<file path="config.mk">
export PLATFORM = sky130hd
export DESIGN_NAME = adc_hyst_multi
export DESIGN_NICKNAME = d
export VERILOG_FILES = /design/src/rtl/adc_hyst_pkg.sv /design/src/rtl/adc_hyst_chan.sv /design/src/rtl/adc_hyst_multi.sv
export SDC_FILE = /design/constraint.sdc
export NUM_CORES = 1
export LEC_CHECK = 0
export CAP_MARGIN = 20
export CELL_PAD_IN_SITES_DETAIL_PLACEMENT = 0
export CELL_PAD_IN_SITES_GLOBAL_PLACEMENT = 1
export CORE_MARGIN = 10
export CORE_UTILIZATION = 41
export CTS_BUF_LIST = sky130_fd_sc_hd__clkbuf_16
export DETAILED_ROUTE_END_ITERATION = 7
export PLACE_DENSITY = 0.86
export SLEW_MARGIN = 20
export SYNTH_ARGS = -nofsm -noshare
export SYNTH_HDL_FRONTEND = slang
export SYNTH_SLANG_ARGS = --single-unit
</file>
<file path="constraint.sdc">
create_clock -name clk -period 2.04 [get_ports clk]
set_clock_uncertainty 0.15 [all_clocks]
set_input_delay 0.408 -clock clk [delete_from_list [all_inputs] [get_ports clk]]
set_output_delay 0.408 -clock clk [all_outputs]
set_load 0.02 [all_outputs]
</file>
<file path="src/rtl/adc_hyst_pkg.sv">
// Shared types, default sizes and sample classification for the multi-channel
// ADC hysteresis comparator.
package adc_hyst_pkg;

   localparam int unsigned DEFAULT_DATA_W   = 12;
   localparam int unsigned DEFAULT_N_CH     = 4;
   localparam int unsigned DEFAULT_DEBOUNCE = 3;

   typedef enum logic [1:0] {
      ZONE_LOW,
      ZONE_MID,
      ZONE_HIGH
   } zone_e;

   // Values equal to a threshold are MID; an inverted threshold pair makes everything MID.
   function automatic zone_e classify(input logic [31:0] sample,
                                      input logic [31:0] lo,
                                      input logic [31:0] hi);
      if (lo >= hi) return ZONE_MID;
      if (sample < lo) return ZONE_LOW;
      if (sample > hi) return ZONE_HIGH;
      return ZONE_MID;
   endfunction

endpackage

</file>
<file path="src/rtl/adc_hyst_chan.sv">
// One channel of the hysteresis comparator: debounce counter, can_move_fwd flag
// and a registered one-cycle trip pulse when the flag toggles.
module adc_hyst_chan
   import adc_hyst_pkg::*;
#(
   parameter int unsigned DEBOUNCE = DEFAULT_DEBOUNCE
) (
   input  logic  clk,
   input  logic  rst,
   input  logic  en_i,
   input  zone_e zone_i,
   output logic  flag_o,
   output logic  trip_o
);

   localparam int unsigned CNT_W = $clog2(DEBOUNCE + 1);

   logic [CNT_W-1:0] cnt_q, cnt_d;
   logic             flag_q, flag_d;
   logic             trip_q, trip_d;
   logic             opposite;

   assign opposite = flag_q ? (zone_i == ZONE_HIGH) : (zone_i == ZONE_LOW);

   always_comb begin
      cnt_d  = cnt_q;
      flag_d = flag_q;
      trip_d = 1'b0;
      if (en_i) begin
         if (!opposite) begin
            cnt_d = '0;
         end else if (cnt_q == CNT_W'(DEBOUNCE - 1)) begin
            cnt_d  = '0;
            flag_d = ~flag_q;
            trip_d = 1'b1;
         end else begin
            cnt_d = cnt_q + CNT_W'(1);
         end
      end
   end

   always_ff @(posedge clk or posedge rst) begin
      if (rst) begin
         cnt_q  <= '0;
         flag_q <= 1'b1;
         trip_q <= 1'b0;
      end else begin
         cnt_q  <= cnt_d;
         flag_q <= flag_d;
         trip_q <= trip_d;
      end
   end

   assign flag_o = flag_q;
   assign trip_o = trip_q;

endmodule

</file>
<file path="src/rtl/adc_hyst_multi.sv">
// Multi-channel ADC hysteresis comparator: capture stage, then classify and debounce.
// Define ADC_HYST_RUNTIME_THR_EN to take thresholds from cfg_low_i/cfg_high_i.
module adc_hyst_multi
   import adc_hyst_pkg::*;
#(
   parameter int unsigned DATA_W   = DEFAULT_DATA_W,
   parameter int unsigned N_CH     = DEFAULT_N_CH,
   parameter int unsigned CH_W     = (N_CH > 1) ? $clog2(N_CH) : 1,
   parameter int unsigned X_HIGH   = 3000,
   parameter int unsigned X_LOW    = 1000,
   parameter int unsigned DEBOUNCE = DEFAULT_DEBOUNCE
) (
   input  logic              clk,
   input  logic              rst,
   input  logic              adc_ready_i,
   input  logic [CH_W-1:0]   adc_ch_i,
   input  logic [DATA_W-1:0] d_signal_i,
`ifdef ADC_HYST_RUNTIME_THR_EN
   input  logic [DATA_W-1:0] cfg_low_i,
   input  logic [DATA_W-1:0] cfg_high_i,
`endif
   output logic              adc_ack_o,
   output logic [N_CH-1:0]   can_move_fwd_o,
   output logic [N_CH-1:0]   trip_o,
   output logic              bad_ch_o
);

   logic              valid_q;
   logic [CH_W-1:0]   ch_q;
   logic [DATA_W-1:0] data_q;
   logic              bad_ch_q;
   logic [31:0]       thr_lo, thr_hi;
   logic              ch_bad;
   zone_e             zone;
   logic [N_CH-1:0]   chan_en;

`ifdef ADC_HYST_RUNTIME_THR_EN
   assign thr_lo = 32'(cfg_low_i);
   assign thr_hi = 32'(cfg_high_i);
`else
   assign thr_lo = X_LOW;
   assign thr_hi = X_HIGH;
`endif

   // Stage 1: every strobe is accepted, so the ack is just the registered valid.
   always_ff @(posedge clk or posedge rst) begin
      if (rst) begin
         valid_q <= 1'b0;
         ch_q    <= '0;
         data_q  <= '0;
      end else begin
         valid_q <= adc_ready_i;
         if (adc_ready_i) begin
            ch_q   <= adc_ch_i;
            data_q <= d_signal_i;
         end
      end
   end

   assign zone   = classify(32'(data_q), thr_lo, thr_hi);
   assign ch_bad = (32'(ch_q) >= N_CH);

   always_ff @(posedge clk or posedge rst) begin
      if (rst) begin
         bad_ch_q <= 1'b0;
      end else begin
         bad_ch_q <= valid_q && ch_bad;
      end
   end

   for (genvar i = 0; i < N_CH; i++) begin : g_chan
      assign chan_en[i] = valid_q && (32'(ch_q) == i);

      adc_hyst_chan #(
         .DEBOUNCE(DEBOUNCE)
      ) u_chan (
         .clk   (clk),
         .rst   (rst),
         .en_i  (chan_en[i]),
         .zone_i(zone),
         .flag_o(can_move_fwd_o[i]),
         .trip_o(trip_o[i])
      );
   end

   assign adc_ack_o = valid_q;
   assign bad_ch_o  = bad_ch_q;

endmodule
</file>
==> flow_summary.ini <==
[status]
outcome = finished, final reports clean

[floorplan]
ios = 27
core_area_um2 = 3630
die_height_um = 81.3
start_util = 0.424
die_x_um = 81.3
num_rows = 22
dieArea_um2 = 6600

[synthesis]
synth_top_family_by_area = compound AO/OA/AOI/OAI gates
synth_fa_ha_area_frac = 0
ys_seq_area_frac = 0.507
syn_nets = 154
synthArstFlopShare = 1.00
ys_seq_elements = 31
synthFlopType = dfrtp_1
yosys-mux-area-fraction = 0.102
ys_warn_count = 0
ys_types = 37
syn_area_um2 = 1540
avgSynthCellArea_um2 = 11.2
synth-compound-area-share = 0.163
yosysTopAreaCell = dfrtp_1
synth_top_area_share = 0.439
synth_edf_count = 0
synth-simple-area-share = 0.150
synthTopCellsByArea = dfrtp_1 44%, mux2_2 10%, dfstp_2 6.8%
synth_xor_area_frac = 0
syn_inst = 137

[placed_design]
io_buffers = 25
dpl_cell_area_um2 = 1780
gp_congestion = 0.718
dp_hpwl_um = 2280

[worst_hold_path]
min_path_type = in2async

[worst_setup_path]
critical_path_required_ns = 1.48
path_class = reg2out
path_delay_family = buffers and inverters
arrival_ns = 1.29
crit_path_end_kind = output port
r2r_start = data_q[4]
crit_buf_inv = 1
path_cells = clkdlybuf4s50_1
start_kind = flip-flop
reg2reg_to = g_chan[2].u_chan.cnt_q[0]
r2r_slack_ns = 0.26
max_stage_delay_ns = 0.63
worst-r2r-cell-count = 4
slowest_stage = clkdlybuf4s50_1
path_max_fanout = 5

[global_routing]
grt-ovfl-total = 0
grt_pass1_wl_um = 5180
grt_max_degree = 32
antenna_found_initial = 0
grt_usage = 0.100
grt_pass1_vias = 1163

[clock_tree]
h-tree-depth = 2
clock_sinks = 31
cts_hold_buf = 0
cts_tree = done
clk_latency_ns = 0.27
clk_pin_slew_ns = 0.05
cts_buffers = 5
root_buffer = clkbuf_16
post-cts-setup-buffers = 0
cts_buffer_depth = 2

[power_and_ir_drop]
internal_power_mw = 1.27
p_leak_nw = 0.799
power_density_nw_per_um2 = 895
power_frac_comb = 0.154
max-vdd-ir-drop_v = 0.000444
switchingPower_mw = 0.448
p_sw_frac = 0.260
power_frac_seq = 0.453
pwr-share-clk = 0.393
p_total_mw = 1.72

[final_layout]
drive_gt1_frac = 0.174
antennaDiodeCount = 0
fin_area_um2 = 1920
nFillCells = 324
final_util = 0.529
multi_input_area_um2 = 644
area_delta_synth_final_pct = 24.8
final-seq-area_um2 = 781
fin_nets = 177

[drt]
postRouteAntennaNets = 0
vias_per_cell = 5.42
wl_per_cell_um = 15.0
drt-initial-drc-count = 42
firstDrtPassIters = 4
vias = 1133
drc = 0
wl_um = 3130

[timing]
finalHoldViolCount = 0
period_share = 0.905
min_period_ns = 1.85
report.final.slew_viol_count = 0
fmax_mhz = 541
setup_violations = 0
rsz0062_at_grt = false
finalSetupTns_ns = 0

[run]
drv_cap = 0
## placed cells by master, fill, tap and decap left out
cell | synthesis | routed
a22oi_1 | 1 | 1
dlygate4sd2_1 | 0 | 3
and2_1 | 6 | 6
nand3b_1 | 2 | 2
clkdlybuf4s50_1 | 0 | 21
mux2_2 | 14 | 14
dfstp_2 | 4 | 4
conb_1 | 1 | 1
or4_1 | 3 | 3
a41o_1 | 1 | 1
nand3_1 | 4 | 4
clkinv_2 | 0 | 1
nand2_1 | 5 | 5
a32o_1 | 3 | 3
buf_4 | 9 | 3
a32oi_1 | 3 | 3
o21a_1 | 1 | 1
nor3b_1 | 4 | 4
nor2b_1 | 1 | 1
o41a_1 | 1 | 1
dlymetal6s2s_1 | 0 | 1
and4b_1 | 1 | 1
or3b_1 | 1 | 1
clkbuf_16 | 0 | 5
dfrtp_1 | 27 | 27
a311o_1 | 1 | 1
o41ai_1 | 1 | 1
or2_0 | 1 | 1
o21ai_0 | 5 | 5
nor3_1 | 3 | 3
and3_1 | 2 | 2
a41oi_1 | 2 | 2
a311oi_2 | 1 | 1
a31o_1 | 2 | 2
a21oi_1 | 6 | 6
nor2_1 | 6 | 6
inv_1 | 7 | 9
nand4_1 | 1 | 1
o2bb2ai_1 | 4 | 4
## cells in the mapped netlist, drive strengths merged (4+ instances only)
cell type,number
inv,7
buf,11
o2bb2ai,4
nor3b,4
nor2,6
mux2,14
nand3,4
nand2,5
dfrtp,27
dfstp,4
a21oi,6
o21ai,5
and2,6
## per-stage QoR
| stage | hold WS [ns] | setup slack, ns | cells |
|---|---|---|---|
| global route | 0.387 | 0.119 | 209 |
| floorplan | 0.289 | 0.299 | 137 |
| finish | 0.356 | 0.193 | 209 |
| CTS | 0.357 | 0.00270 | 209 |
| detailed placement | 0.346 | 0.278 | 201 |
| global placement | 0.342 | 0.294 | 201 |
## sequential cells by signal (all words and copies together) (netlist names)
signal / count
adc_ack_o: 1
ch_q: 2
data_q: 12
g_chan.u_chan.cnt_q: 8
g_chan.u_chan.flag_o: 4
g_chan.u_chan.trip_o: 4
## logic make-up (layout without fill, tap and decap cells)
logic type,count (synthesis),after routing
AND/OR/NAND/NOR,40,40
flip-flops,31,31
AO/OA/AOI/OAI,32,32
buffers and inverters,19,43
multiplexers,14,14
other,1,1
## metal layers
metal	wire length [um]	global-route usage	share of wire
met5	0	0	0
met4	14	0.0415	0.0045
met3	181	0.0464	0.058
met2	1600	0.164	0.51
met1	1330	0.110	0.43
## timing repair
action / CTS / global route
endpoints found under the hold margin: 0 / 0
setup endpoints to repair: 3 / 1
pin swaps: 0 / 0
resized for setup: 3 / 1
## power by group through the flow
| stage | clock (mW) | sequential [mW] | combinational [mW] |
|---|---|---|---|
| floorplan | 0 | 0.765 | 0.201 |
| global placement | 0 | 0.778 | 0.262 |
| detailed placement | 0 | 0.787 | 0.272 |
| CTS | 0.692 | 0.778 | 0.269 |
| global route | 0.715 | 0.790 | 0.295 |
| finish | 0.675 | 0.778 | 0.265 |
## worst max-delay path by stage
stage / endpoint / cells after the start / slack (ns) / startpoint
final: adc_ack_o / 1 / 0.19 / adc_ack_o
after global routing: g_chan[0].u_chan.trip_o / 4 / 0.12 / ch_q[1]
after floorplan: g_chan[0].u_chan.cnt_q[1] / 4 / 0.30 / adc_ack_o
after CTS: can_move_fwd_o[2] / 1 / 0.003 / g_chan[2].u_chan.flag_o
after detailed placement: can_move_fwd_o[0] / 1 / 0.28 / g_chan[0].u_chan.flag_o
after global placement: can_move_fwd_o[0] / 1 / 0.29 / g_chan[0].u_chan.flag_o
## final cells by class
cell class / count / share of cell area
inverters: 7 / 0.0137
repair buffers: 28 / 0.141
well taps: 48 / 0.0313
clock buffers: 5 / 0.0651
multi-input cells: 87 / 0.336
flip-flops and latches: 31 / 0.407
clock inverters: 3 / 0.00651
No activity file was read; power rests on OpenSTA's default activity.
